$ cat src/rtl/sn74169_pkg.sv
// Shared types and constants for the sn74169 control sequencer.
package sn74169_pkg;

    typedef enum logic [1:0] {
        IDLE,
        LOAD,
        RUN,
        RELOAD
    } state_t;

    localparam logic MODE_WRAP   = 1'b0;
    localparam logic MODE_RELOAD = 1'b1;

    localparam logic [3:0] TERM_UP = 4'hF;
    localparam logic [3:0] TERM_DN = 4'h0;

    function automatic logic [3:0] term_of(input logic dir);
        return dir ? TERM_UP : TERM_DN;
    endfunction

endpackage

$ cat src/rtl/sn74169_seq.sv
// Command-driven sequencer for an sn74169 up/down counter: loads,
// enables and reloads the counter and reports terminal-count ticks.
module sn74169_seq
    import sn74169_pkg::*;
#(
    parameter int PW = 8
) (
    input  logic          CLK,
    input  logic          RST,
    input  logic          CMD_VALID,
    output logic          CMD_READY,
    input  logic [3:0]    CMD_PRESET,
    input  logic          CMD_DIR,
    input  logic          CMD_MODE,
    input  logic [PW-1:0] CMD_PERIODS,
    input  logic          PAUSE,
    input  logic          ABORT,
    input  logic [3:0]    CNT_Q,
    output logic [3:0]    CNT_A,
    output logic          CNT_U_DB,
    output logic          CNT_ENPB,
    output logic          CNT_ENTB,
    output logic          CNT_LOADB,
    output logic          BUSY,
    output logic          TC_PULSE,
    output logic          DONE,
    output logic          ABORTED,
    output logic [PW-1:0] REMAIN
);

    state_t state;
    logic   mode_r;
    logic   cnt_en;
    logic   tc_evt;

    assign CMD_READY = (state == IDLE);
    assign BUSY      = (state != IDLE);

    // The counter only advances when our own registered pins enable it,
    // so terminal count is judged from those pins and the live Q.
    assign cnt_en = !CNT_ENPB && !CNT_ENTB && CNT_LOADB;
    assign tc_evt = cnt_en && (CNT_Q == term_of(CNT_U_DB));

    always_ff @(posedge CLK or posedge RST) begin
        if (RST) begin
            state     <= IDLE;
            mode_r    <= MODE_WRAP;
            CNT_A     <= 4'h0;
            CNT_U_DB  <= 1'b1;
            CNT_ENPB  <= 1'b1;
            CNT_ENTB  <= 1'b1;
            CNT_LOADB <= 1'b1;
            TC_PULSE  <= 1'b0;
            DONE      <= 1'b0;
            ABORTED   <= 1'b0;
            REMAIN    <= '0;
        end else begin
            TC_PULSE <= 1'b0;
            DONE     <= 1'b0;
            ABORTED  <= 1'b0;
            unique case (state)
                IDLE: begin
                    if (CMD_VALID && CMD_READY) begin
                        mode_r    <= CMD_MODE;
                        REMAIN    <= CMD_PERIODS;
                        CNT_A     <= CMD_PRESET;
                        CNT_U_DB  <= CMD_DIR;
                        CNT_LOADB <= 1'b0;
                        state     <= LOAD;
                    end
                end
                LOAD, RELOAD: begin
                    if (ABORT) begin
                        CNT_ENPB  <= 1'b1;
                        CNT_ENTB  <= 1'b1;
                        CNT_LOADB <= 1'b1;
                        ABORTED   <= 1'b1;
                        state     <= IDLE;
                    end else begin
                        CNT_LOADB <= 1'b1;
                        CNT_ENPB  <= PAUSE;
                        CNT_ENTB  <= 1'b0;
                        state     <= RUN;
                    end
                end
                RUN: begin
                    if (ABORT) begin
                        CNT_ENPB  <= 1'b1;
                        CNT_ENTB  <= 1'b1;
                        CNT_LOADB <= 1'b1;
                        ABORTED   <= 1'b1;
                        state     <= IDLE;
                    end else begin
                        CNT_ENPB <= PAUSE;
                        if (tc_evt) begin
                            TC_PULSE <= 1'b1;
                            if (REMAIN != '0)
                                REMAIN <= REMAIN - PW'(1);
                            if (REMAIN == PW'(1)) begin
                                CNT_ENPB <= 1'b1;
                                CNT_ENTB <= 1'b1;
                                DONE     <= 1'b1;
                                state    <= IDLE;
                            end else if (mode_r == MODE_RELOAD) begin
                                CNT_ENPB  <= 1'b1;
                                CNT_ENTB  <= 1'b1;
                                CNT_LOADB <= 1'b0;
                                state     <= RELOAD;
                            end
                        end
                    end
                end
                default: state <= IDLE;
            endcase
        end
    end

endmodule

$ cat config.mk
export PLATFORM = sky130hd
export DESIGN_NAME = sn74169_seq
export DESIGN_NICKNAME = d
export VERILOG_FILES = /design/src/rtl/sn74169_pkg.sv /design/src/rtl/sn74169_seq.sv
export SDC_FILE = /design/constraint.sdc
export NUM_CORES = 1
export LEC_CHECK = 0
export CAP_MARGIN = 10
export CORE_MARGIN = 4
export CORE_UTILIZATION = 34
export CTS_CLUSTER_SIZE = 14
export DETAILED_ROUTE_END_ITERATION = 12
export DONT_BUFFER_PORTS = 1
export PLACE_DENSITY = 0.46
export SKIP_CTS_REPAIR_TIMING = 1
export SYNTH_ARGS = -nofsm -noshare
export SYNTH_HDL_FRONTEND = slang
export SYNTH_SLANG_ARGS = --single-unit
$ cat constraint.sdc
create_clock -name CLK -period 4.15 [get_ports CLK]
set_input_delay 0.83 -clock CLK [delete_from_list [all_inputs] [get_ports CLK]]
set_output_delay 0.83 -clock CLK [all_outputs]
set_load 0.02 [all_outputs]
---- Word level (Yosys, flattened, before mapping) ----
Cells that the tools add are included.
storage, ports and cells
  bits in registers ....................... 22
  output and inout port bits .............. 21
operators by class
  $add $sub $neg .......................... 1
  eq/ne operators ......................... 13
  muxes and demuxes ....................... 39
  reductions and logical operators ........ 18
operator list
  operator                                             number
  2-to-1 mux 8 bit                                     4
  2-to-1 mux 1 bit                                     23
  case mux 8 bit (2 select lines)                      1
  2-to-1 mux 2 bit                                     6
  != test 3 bit, second input constant                 3
  equality test 8 x 1 -> 1 bit, second input constant  1
  nonzero test 8 bit                                   1
  subtractor 8 x 1 -> 8 bit, second input constant     1
  != test 2 bit, second input constant                 3
  case mux 2 bit (3 select lines)                      1
  AND reduction 3 bit                                  2
  nonzero test 2 bit                                   3
  AND reduction 5 bit                                  1
  equality test 2 bit, second input constant           2
  equality test 4 bit                                  1
  logical AND 1 bit                                    4
  2-to-1 mux 4 bit                                     1
  != test 4 bit, second input constant                 1
  case mux 1 bit (2 select lines)                      2
  AND reduction 4 bit                                  1
  case mux 1 bit (3 select lines)                      1
  OR reduction 3 bit                                   1
  equality test 2 x 1 -> 1 bit, second input constant  1
  zero test 1 bit                                      2
  other kinds (4)                                      4

---- Depth between registers and ports, before layout ----
Gate-level depths: netlist of run 1.
  depth in word-level cells ............... 7
  depth in mapped cells ................... 7

---- Worst setup path after synthesis of run 1 ----
Ideal clock, no wire load.
  kind .................................... input to register
  start ................................... input port CNT_Q[0]
  end ..................................... register REMAIN[2]
  setup time .............................. 0.126 ns
  arrival ................................. 2.147 ns
  data required time ...................... 4.024 ns
  path slack .............................. 1.877 ns
  stages on the path ...................... 5
  buffers on the path ..................... 0
  cells stage by stage .................... or4_1 mux2i_4 and2_4 nand2_1 a311o_1
between the ends
  longest elaborated chain between the ends .. 4
ends and longest elaborated chain
  element                        RTL line           RTL
  start, declared                sn74169_seq.sv:18  input logic [3:0] CNT_Q,
  equality test 4 bit            sn74169_seq.sv:42  assign tc_evt = cnt_en && (CNT_Q == term_of(CNT_U_DB));
  logical AND 1 bit              sn74169_seq.sv:42
  != test 2 bit (no line)        n/a
  AND reduction 5 bit (no line)  n/a
  end signal, assigned           sn74169_seq.sv:98  REMAIN <= REMAIN - PW'(1);
  end, declared                  sn74169_seq.sv:28  output logic [PW-1:0] REMAIN
Every way passes these cells.
A chain may end at the register's enable or synchronous reset.

---- Worst setup path in the final report of run 1 ----
  start ................................... register state[0]
  end ..................................... output port BUSY
between the ends
  longest elaborated chain between the ends .. 1
ends and longest elaborated chain
  element                 RTL line           RTL
  start, declared         sn74169_seq.sv:31  state_t state;
  start signal, assigned  sn74169_seq.sv:46  state <= IDLE;
  start signal, assigned  sn74169_seq.sv:69  state <= LOAD;
  start signal, assigned  sn74169_seq.sv:78  state <= IDLE;
  nonzero test 2 bit      sn74169_seq.sv:37  assign BUSY = (state != IDLE);
  end, declared           sn74169_seq.sv:24  output logic BUSY,
Every way passes these cells.

==> flow_summary.ini, run 1 <==
[drt]
num_vias = 1059
final_antenna_net_count = 0
via_per_inst = 5.85
dr.pass1.iters = 4
wl_um = 3230
drc_errors = 0
wl_per_cell_um = 17.9
drtIter0Drc = 74

[run]
max-cap-violations = 0

[sta]
finalHoldViolCount = 0
fin_crit_ps = 2490
tns_ps = 0
worst_pin_slew_ps = 882
period_share_pct = 60.1
finalMaxSlewViolations = 0
fin_skew_ps = 5.59
setup_viol = 0
fmax_ghz = 0.401
rsz0062_at_grt = no
relSlewSlack_pct = 41.2

[power]
ir_drop_mv = 0.176
p_total_mw = 0.754
powerDensity_nw_per_um2 = 571
p_leak_nw = 0.532

[global_route]
globalRouteTotalUtil_pct = 15.8
grt_max_degree = 23
antenna_found_initial = 0
grt_pass1_vias = 1114
grt_pass1_wl_um = 5460
overflow = 0

[synthesis]
synth_top_area_cell = dfrtp_1
synth_warnings = 0
synthCells = 133
ys_ff_latch = 22
syn_area_um2 = 1240
yosysUniqueCellTypes = 40
syn_avg_cell_area_um2 = 9.29
synth_nets = 159
ys.flop_type = dfrtp_1
synthArstFlopShare_pct = 100
synthTopCellsByArea = dfrtp_1 36%, dfstp_2 8.5%, nand2_1 8.2%, a21oi_1 4.5%, nor3_1 3.2%
ys_seq_area_share_pct = 44.9
synth_top_area_share_pct = 36.4
synth-edff-count = 0

[floorplan]
io-pin-count = 44
rows = 21
die_w_um = 68.3
die_h_um = 68.3
fp.coreArea_um2 = 3420
die_area_um2 = 4660
start_util_pct = 36.2

[worst_hold_path]
hp-class = register to register

[layout]
final_layout_size_suffix_gt1_share_pct = 11.9
multiInputGateArea_um2 = 646
fill_cells = 353
ff_latch_area_um2 = 556
area.growth.synth_to_final_pct = 6.88
layout.nets = 162
n_antenna_cell = 0

[setup_path]
crit_type = register to output port
crit_required_ps = 3320
worstSetupEndpointType = output port
crit_fanout = 9
critPathArrivalTime_ps = 1660
start_kind = register

[cts]
cts-root-buf = clkbuf_4
ctsHtreeMaxLevel = 1
clkSinkCount = 22
clkTransAtPathRegs_ps = 130
tritoncts = done
cts_made_buffers = 3
clockBufferDepth = 2
worstSkewPairLatency_ps = 320

[placement]
gp_congestion = 0.823
io_buffers = 0
hpwl_um = 2470

[outcome]
outcome = finished clean
-- cell families after synthesis --
group / share of synthesized area [%]
buffers and inverters: 2.83
and+or+nand+nor: 27.7
muxes: 1.82
DFF: 44.9
AOI/OAI and AO/OA: 19.6
adders and majority gates: 3.04
-- report_power, final --
part           switching, mW  total [mW]  internal [mW]
registers              0.151       0.433          0.282
logic                  0.116       0.195         0.0792
clock network         0.0718       0.126         0.0538
-- critical path, cell delays in order (launching register included) --
cell and delay, ps:
dfrtp_1 490, nor2_1 510, inv_1 330
-- cells in the mapped netlist (2+ instances only) --
master    instances
o21ai_0           2
or4_1             2
nand4_1           2
nand3_1           4
dfrtp_1          18
nor4_1            4
ha_1              3
nor2_1            5
nor3_1            8
nand2_1          27
o311ai_0          3
a211oi_1          2
dfstp_2           4
inv_1             7
a311o_1           2
a21oi_1          11
or3_1             2
nand2b_1          5
-- layout by cell type, fill, tap and decap left out, drive strengths merged, types with 3 or more instances in the layout --
master,count
a21oi,11
nor2,6
or3,3
nand3,4
dfstp,4
nand2b,5
nor3,8
o311ai,3
inv,7
nor4,4
nand2,27
ha,3
clkbuf,4
or4,3
dfrtp,18
-- state kept, by name (all words and copies together), names as in the netlist --
signal	flops
TC_PULSE	1
REMAIN	8
CNT_LOADB	1
mode_r	1
DONE	1
state	2
CNT_ENPB	1
ABORTED	1
CNT_A	4
CNT_ENTB	1
CNT_U_DB	1
-- routing by layer --
metal	wire length (um)	vias to the layer above	track usage (%)
met5	0	-	0
met4	59	0	7.44
met3	244	5	3.45
met2	1430	37	24.8
met1	1490	522	20.5
li1	-	495	-
-- path summary, 6_finish.rpt --
| path | from | to | slack, ps | cells past startpoint |
|---|---|---|---|---|
| setup / recovery | state[0] | BUSY | 1660 | 2 |
| hold / removal | mode_r | mode_r | 520 | 2 |
| setup reg to reg | state[0] | REMAIN[6] | 1860 | 5 |
| hold reg to reg | mode_r | mode_r | 520 | 2 |
| max in group asynchronous | RST | REMAIN[2] | 3050 | 1 |
| min in group asynchronous | RST | ABORTED | 560 | 1 |
-- final cells by class --
cell class | count | share of cell area, %
Sequential cell | 22 | 42.0
Clock buffer | 4 | 2.75
Inverter | 7 | 1.99
Tap cell | 46 | 4.36
Multi-Input combinational cell | 102 | 48.9
-- stage by stage --
step | utilization (%) | setup WS [ps] | area (um2) | cells | hold slack, ps
finish | 38.7 | 1660 | 1320 | 181 | 524
global route | 38.7 | 1560 | 1320 | 181 | 556
CTS | 38.7 | 1640 | 1320 | 181 | 530
detailed placement | 37.6 | 1620 | 1280 | 177 | 493
global placement | 37.6 | 1730 | 1280 | 177 | 513
floorplan | - | 1880 | 1240 | 133 | 467
(Power assumes the default switching activity.)
==> run 2: changes to the inputs <==
--- a/config.mk
+++ b/config.mk
@@ -11,7 +11,7 @@
 export CTS_CLUSTER_SIZE = 14
 export DETAILED_ROUTE_END_ITERATION = 12
 export DONT_BUFFER_PORTS = 1
-export PLACE_DENSITY = 0.46
+export PLACE_DENSITY = 0.48
 export SKIP_CTS_REPAIR_TIMING = 1
 export SYNTH_ARGS = -nofsm -noshare
 export SYNTH_HDL_FRONTEND = slang
==> constraint.sdc (replaced) <==
create_clock -name CLK -period 2.2 [get_ports CLK]
set_input_delay 0.44 -clock CLK [delete_from_list [all_inputs] [get_ports CLK]]
set_output_delay 0.44 -clock CLK [all_outputs]
set_load 0.02 [all_outputs]
==> run 2 against run 1 <==
  * Flip-flop and latch count stayed put
  * Die area stayed put
  * Total power is 120% higher
  * Sequential share of layout area is 3.3 points lower
  * Design area is 8.4% higher
  * Sequential power is 65% higher
  * Cell count is 6.6% higher
  * Critical endpoint is now REMAIN[6]
  * Highest routed layer unchanged
==> flow_summary.ini, run 2 (synthesis gave the netlist of run 1 again) <==
[power]
powerDensity_nw_per_um2 = 1130
p_leak_nw = 0.598
ir_drop_mv = 0.379

[global_route]
met2_usage_pct = 25.2
use_met3_pct = 3.94
globalRouteTotalUtil_pct = 16.2
grt_pass1_vias = 1110
antenna_found_initial = 0
grt_pass1_wl_um = 5560
use_met1_pct = 21.7
overflow = 0
grt_busiest_layer = met2
grt_max_degree = 23

[floorplan]
io-pin-count = 44
rows = 21
die_area_um2 = 4660
start_util_pct = 36.2
die_h_um = 68.3
fp.coreArea_um2 = 3420
die_w_um = 68.3

[cts]
clkSinkCount = 22
worstSkewPairLatency_ps = 330
tritoncts = done
cts-root-buf = clkbuf_4
clockBufferDepth = 2
clkTransAtPathRegs_ps = 140
cts_made_buffers = 3
ctsHtreeMaxLevel = 1

[sta]
setup_viol = 0
fin_crit_ps = 2030
worst_pin_slew_ps = 616
relSlewSlack_pct = 58.8
whs_ps = 17.6
fin_skew_ps = 9.11
period_share_pct = 92.4
finalMaxSlewViolations = 0
fmax_ghz = 0.492
finalHoldViolCount = 0

[drt]
wl_um = 3380
drtIter0Drc = 85
via_per_inst = 5.79
final_antenna_net_count = 0
wl_per_cell_um = 17.5
dr.pass1.iters = 4
drc_errors = 0
num_vias = 1117

[layout]
final_layout_size_suffix_gt1_share_pct = 19.7
n_antenna_cell = 0
final_common_cell = nand2_1
layout.nets = 174
area.growth.synth_to_final_pct = 15.9
largest_reg_flops = 8
postLayoutCellArea_um2 = 1430
top_register = REMAIN
reg_top3 = REMAIN x8, CNT_A x4, state x2
mostFrequentLayoutCells = 27 x nand2_1, 18 x dfrtp_1, 12 x buf_4, 11 x a21oi_1, 8 x nor3_1

[run]
max-cap-violations = 0

[setup_path]
crit_required_ps = 2410
crit_type = register to register
critPathArrivalTime_ps = 2240
crit_fanout = 4
worstSetupEndpointType = register
start_kind = register
r2r_slack_ps = 170

[worst_hold_path]
hp-class = primary input to async pin

[placement]
hpwl_um = 2570
gp_congestion = 0.905
io_buffers = 0
dpl_cell_area_um2 = 1380

[outcome]
outcome = finished clean
-- run 2: final timing paths --
check,from,to,cells after the start
worst max-delay path,REMAIN[3],REMAIN[6],5
worst min-delay path,RST,ABORTED,2
worst max register to register,REMAIN[3],REMAIN[6],5
worst min register to register,mode_r,mode_r,2
max in group asynchronous,RST,CNT_U_DB,2
min in group CLK,CMD_DIR,CNT_U_DB,2
-- run 2: worst max-delay path, cell delays in order, from the launching register on --
cell,delay (ps)
dfrtp_1,440
or4_4,570
o41a_1,390
and3_2,250
nor2_4,150
o21ai_0,120
-- run 2: where the power goes --
group          switching [mW]  total (mW)  internal (mW)
Clock                   0.142       0.327          0.184
Combinational           0.349       0.583          0.233
Sequential              0.183       0.716          0.532
Total                   0.675        1.63          0.950
-- run 2: layout make-up --
class                           count  area (um2)
Clock buffer                        3        22.5
Clock inverter                      1        30.0
Fill cell                         342        1980
Inverter                            7        26.3
Multi-Input combinational cell    102         651
Sequential cell                    22         556
Tap cell                           46        57.6
Timing Repair Buffer               12        90.1
-- run 2: layer usage --
| layer | wire, um | up-vias |
|---|---|---|
| met5 | 0 | - |
| met4 | 53 | 0 |
| met3 | 286 | 4 |
| met2 | 1530 | 50 |
| met1 | 1510 | 541 |
| li1 | - | 522 |
-- run 2: per-stage QoR --
stage / utilization, % / total power [mW] / setup TNS [ps] / instances / setup slack [ps]
4_1_cts: 41.8 / 1.63 / 0 / 193 / 39.6
3_5_place_dp: 40.3 / 1.30 / 0 / 189 / 52.9
5_1_grt: 41.9 / 1.73 / -8.39 / 193 / -8.39
3_3_place_gp: 40.3 / 1.29 / 0 / 189 / 196
2_1_floorplan: - / 1.08 / 0 / 133 / 189
6_report: 41.9 / 1.63 / 0 / 193 / 167
==> run 3: changes to the inputs <==
--- a/config.mk
+++ b/config.mk
@@ -6,7 +6,6 @@
 export NUM_CORES = 1
 export LEC_CHECK = 0
 export CAP_MARGIN = 10
-export CORE_MARGIN = 4
 export CORE_UTILIZATION = 34
 export CTS_CLUSTER_SIZE = 14
 export DETAILED_ROUTE_END_ITERATION = 12
==> run 3 against run 2 <==
  * The run now ends with negative hold slack left
  * Utilization fell by 0.92 points
  * Global-route usage is 1.6 points higher
  * Critical path depth unchanged
  * Clock-buffer cell count grew 1
  * Combinational power shrank 10%
  * Via count fell by 2.1%
  * Die area down 17%
  * Setup slack worse by 22 ps
  * Clock power decreased by 29%
  * Sequential share of layout area is 0.87 points higher
  * Total power is 7.3% lower
  * Design area decreased by 2.2%
  * Largest cell class unchanged
  * Largest power group unchanged
  * Highest routed layer unchanged
==> flow_summary.ini, run 3 (synthesis gave the netlist of run 1 again) <==
[layout]
n_antenna_cell = 0
final_common_cell = nand2_1
area.growth.synth_to_final_pct = 13.4
top_register = REMAIN
largest_reg_flops = 8
mostFrequentLayoutCells = 27 x nand2_1, 18 x dfrtp_1, 11 x a21oi_1, 10 x buf_4, 8 x nor3_1
final_layout_size_suffix_gt1_share_pct = 18.6
postLayoutCellArea_um2 = 1400
layout.nets = 172
reg_top3 = REMAIN x8, CNT_A x4, state x2

[sta]
finalHoldViolCount = 9
fin_skew_ps = 1.40
relSlewSlack_pct = 56.8
finalMaxSlewViolations = 0
rsz0062_at_grt = no
setup_ws_ps = 146
period_share_pct = 93.4
whs_ps = -22.4
fmax_ghz = 0.487
fin_crit_ps = 2050
setup_viol = 0
worst_pin_slew_ps = 646
tns_ps = 0

[placement]
dpl_cell_area_um2 = 1360
post-place-ws_ps = 104
gp_congestion = 0.838
hpwl_um = 2480
io_buffers = 0

[setup_path]
worstSetupEndpointType = register
crit_fanout = 5
crit_required_ps = 2470
start_kind = register
critPathArrivalTime_ps = 2320
crit_type = register to register
r2r_slack_ps = 150

[cts]
ctsHtreeMaxLevel = 1
cts_made_buffers = 3
cts-root-buf = clkbuf_4
tritoncts = done
clkSinkCount = 22
worstSkewPairLatency_ps = 310
clockBufferDepth = 2
clkTransAtPathRegs_ps = 130

[drt]
wl_per_cell_um = 16.8
final_antenna_net_count = 0
dr.pass1.iters = 4
drc_errors = 0
via_per_inst = 5.72
num_vias = 1093
wl_um = 3200
drtIter0Drc = 72

[floorplan]
io-pin-count = 44
die_h_um = 62.3
rows = 21
start_util_pct = 36.2
fp.coreArea_um2 = 3420
die_area_um2 = 3880
die_w_um = 62.3

[power]
powerDensity_nw_per_um2 = 1070
ir_drop_mv = 0.500
p_leak_nw = 0.582

[global_route]
grt_pass1_vias = 1071
globalRouteTotalUtil_pct = 17.8
antenna_found_initial = 0
grt_pass1_wl_um = 5510
grt_max_degree = 15
overflow = 0

[run]
max-cap-violations = 0

[outcome]
violations = negative hold slack
outcome = finished with violations

[worst_hold_path]
hp-class = primary input to async pin
==> run 3: layer usage <==
layer	GRT usage, %	vias up	routed length, um
met3	5.51	5	227
met4	2.62	0	23
met1	25.3	540	1580
li1	-	513	-
met2	27.1	35	1380
met5	0	-	0
==> run 3: layout make-up <==
class	count	area, um2
Clock buffer	4	36.3
Multi-Input combinational cell	102	651
Timing Repair Buffer	10	75.1
Inverter	7	26.3
Fill cell	357	2010
Tap cell	46	57.6
Sequential cell	22	556
==> run 3: through the flow <==
stage / total power [mW] / hold WS [ps] / util [%] / std cells
after floorplan: 1.08 / 426 / - / 133
after global placement: 1.27 / 357 / 39.8 / 187
after detailed placement: 1.28 / 348 / 39.8 / 187
after CTS: 1.51 / -15.5 / 40.9 / 191
after global routing: 1.61 / 5.53 / 41.0 / 191
final: 1.51 / -22.4 / 41.0 / 191
==> run 3: power by group <==
part / internal [mW] / switching, mW / leakage, nW
registers: 0.533 / 0.217 / 0.265
clock network: 0.101 / 0.132 / 0.0210
logic: 0.215 / 0.309 / 0.296
==> run 3: worst max-delay path, cell delays in order (launching register included) <==
cell	delay, ps
dfrtp_1	440
or3_2	530
nor4_1	440
o211ai_1	230
a21oi_1	210
o32a_1	160
==> run 3: final timing paths <==
kind / from / to / cells after the start
worst max-delay path: REMAIN[4] / CNT_ENPB / 5
worst min-delay path: RST / ABORTED / 1
worst min register to register: CNT_U_DB / CNT_U_DB / 2
worst max register to register: REMAIN[4] / CNT_ENPB / 5
max in group asynchronous: RST / CNT_LOADB / 2
min in group CLK: ABORT / state[1] / 1
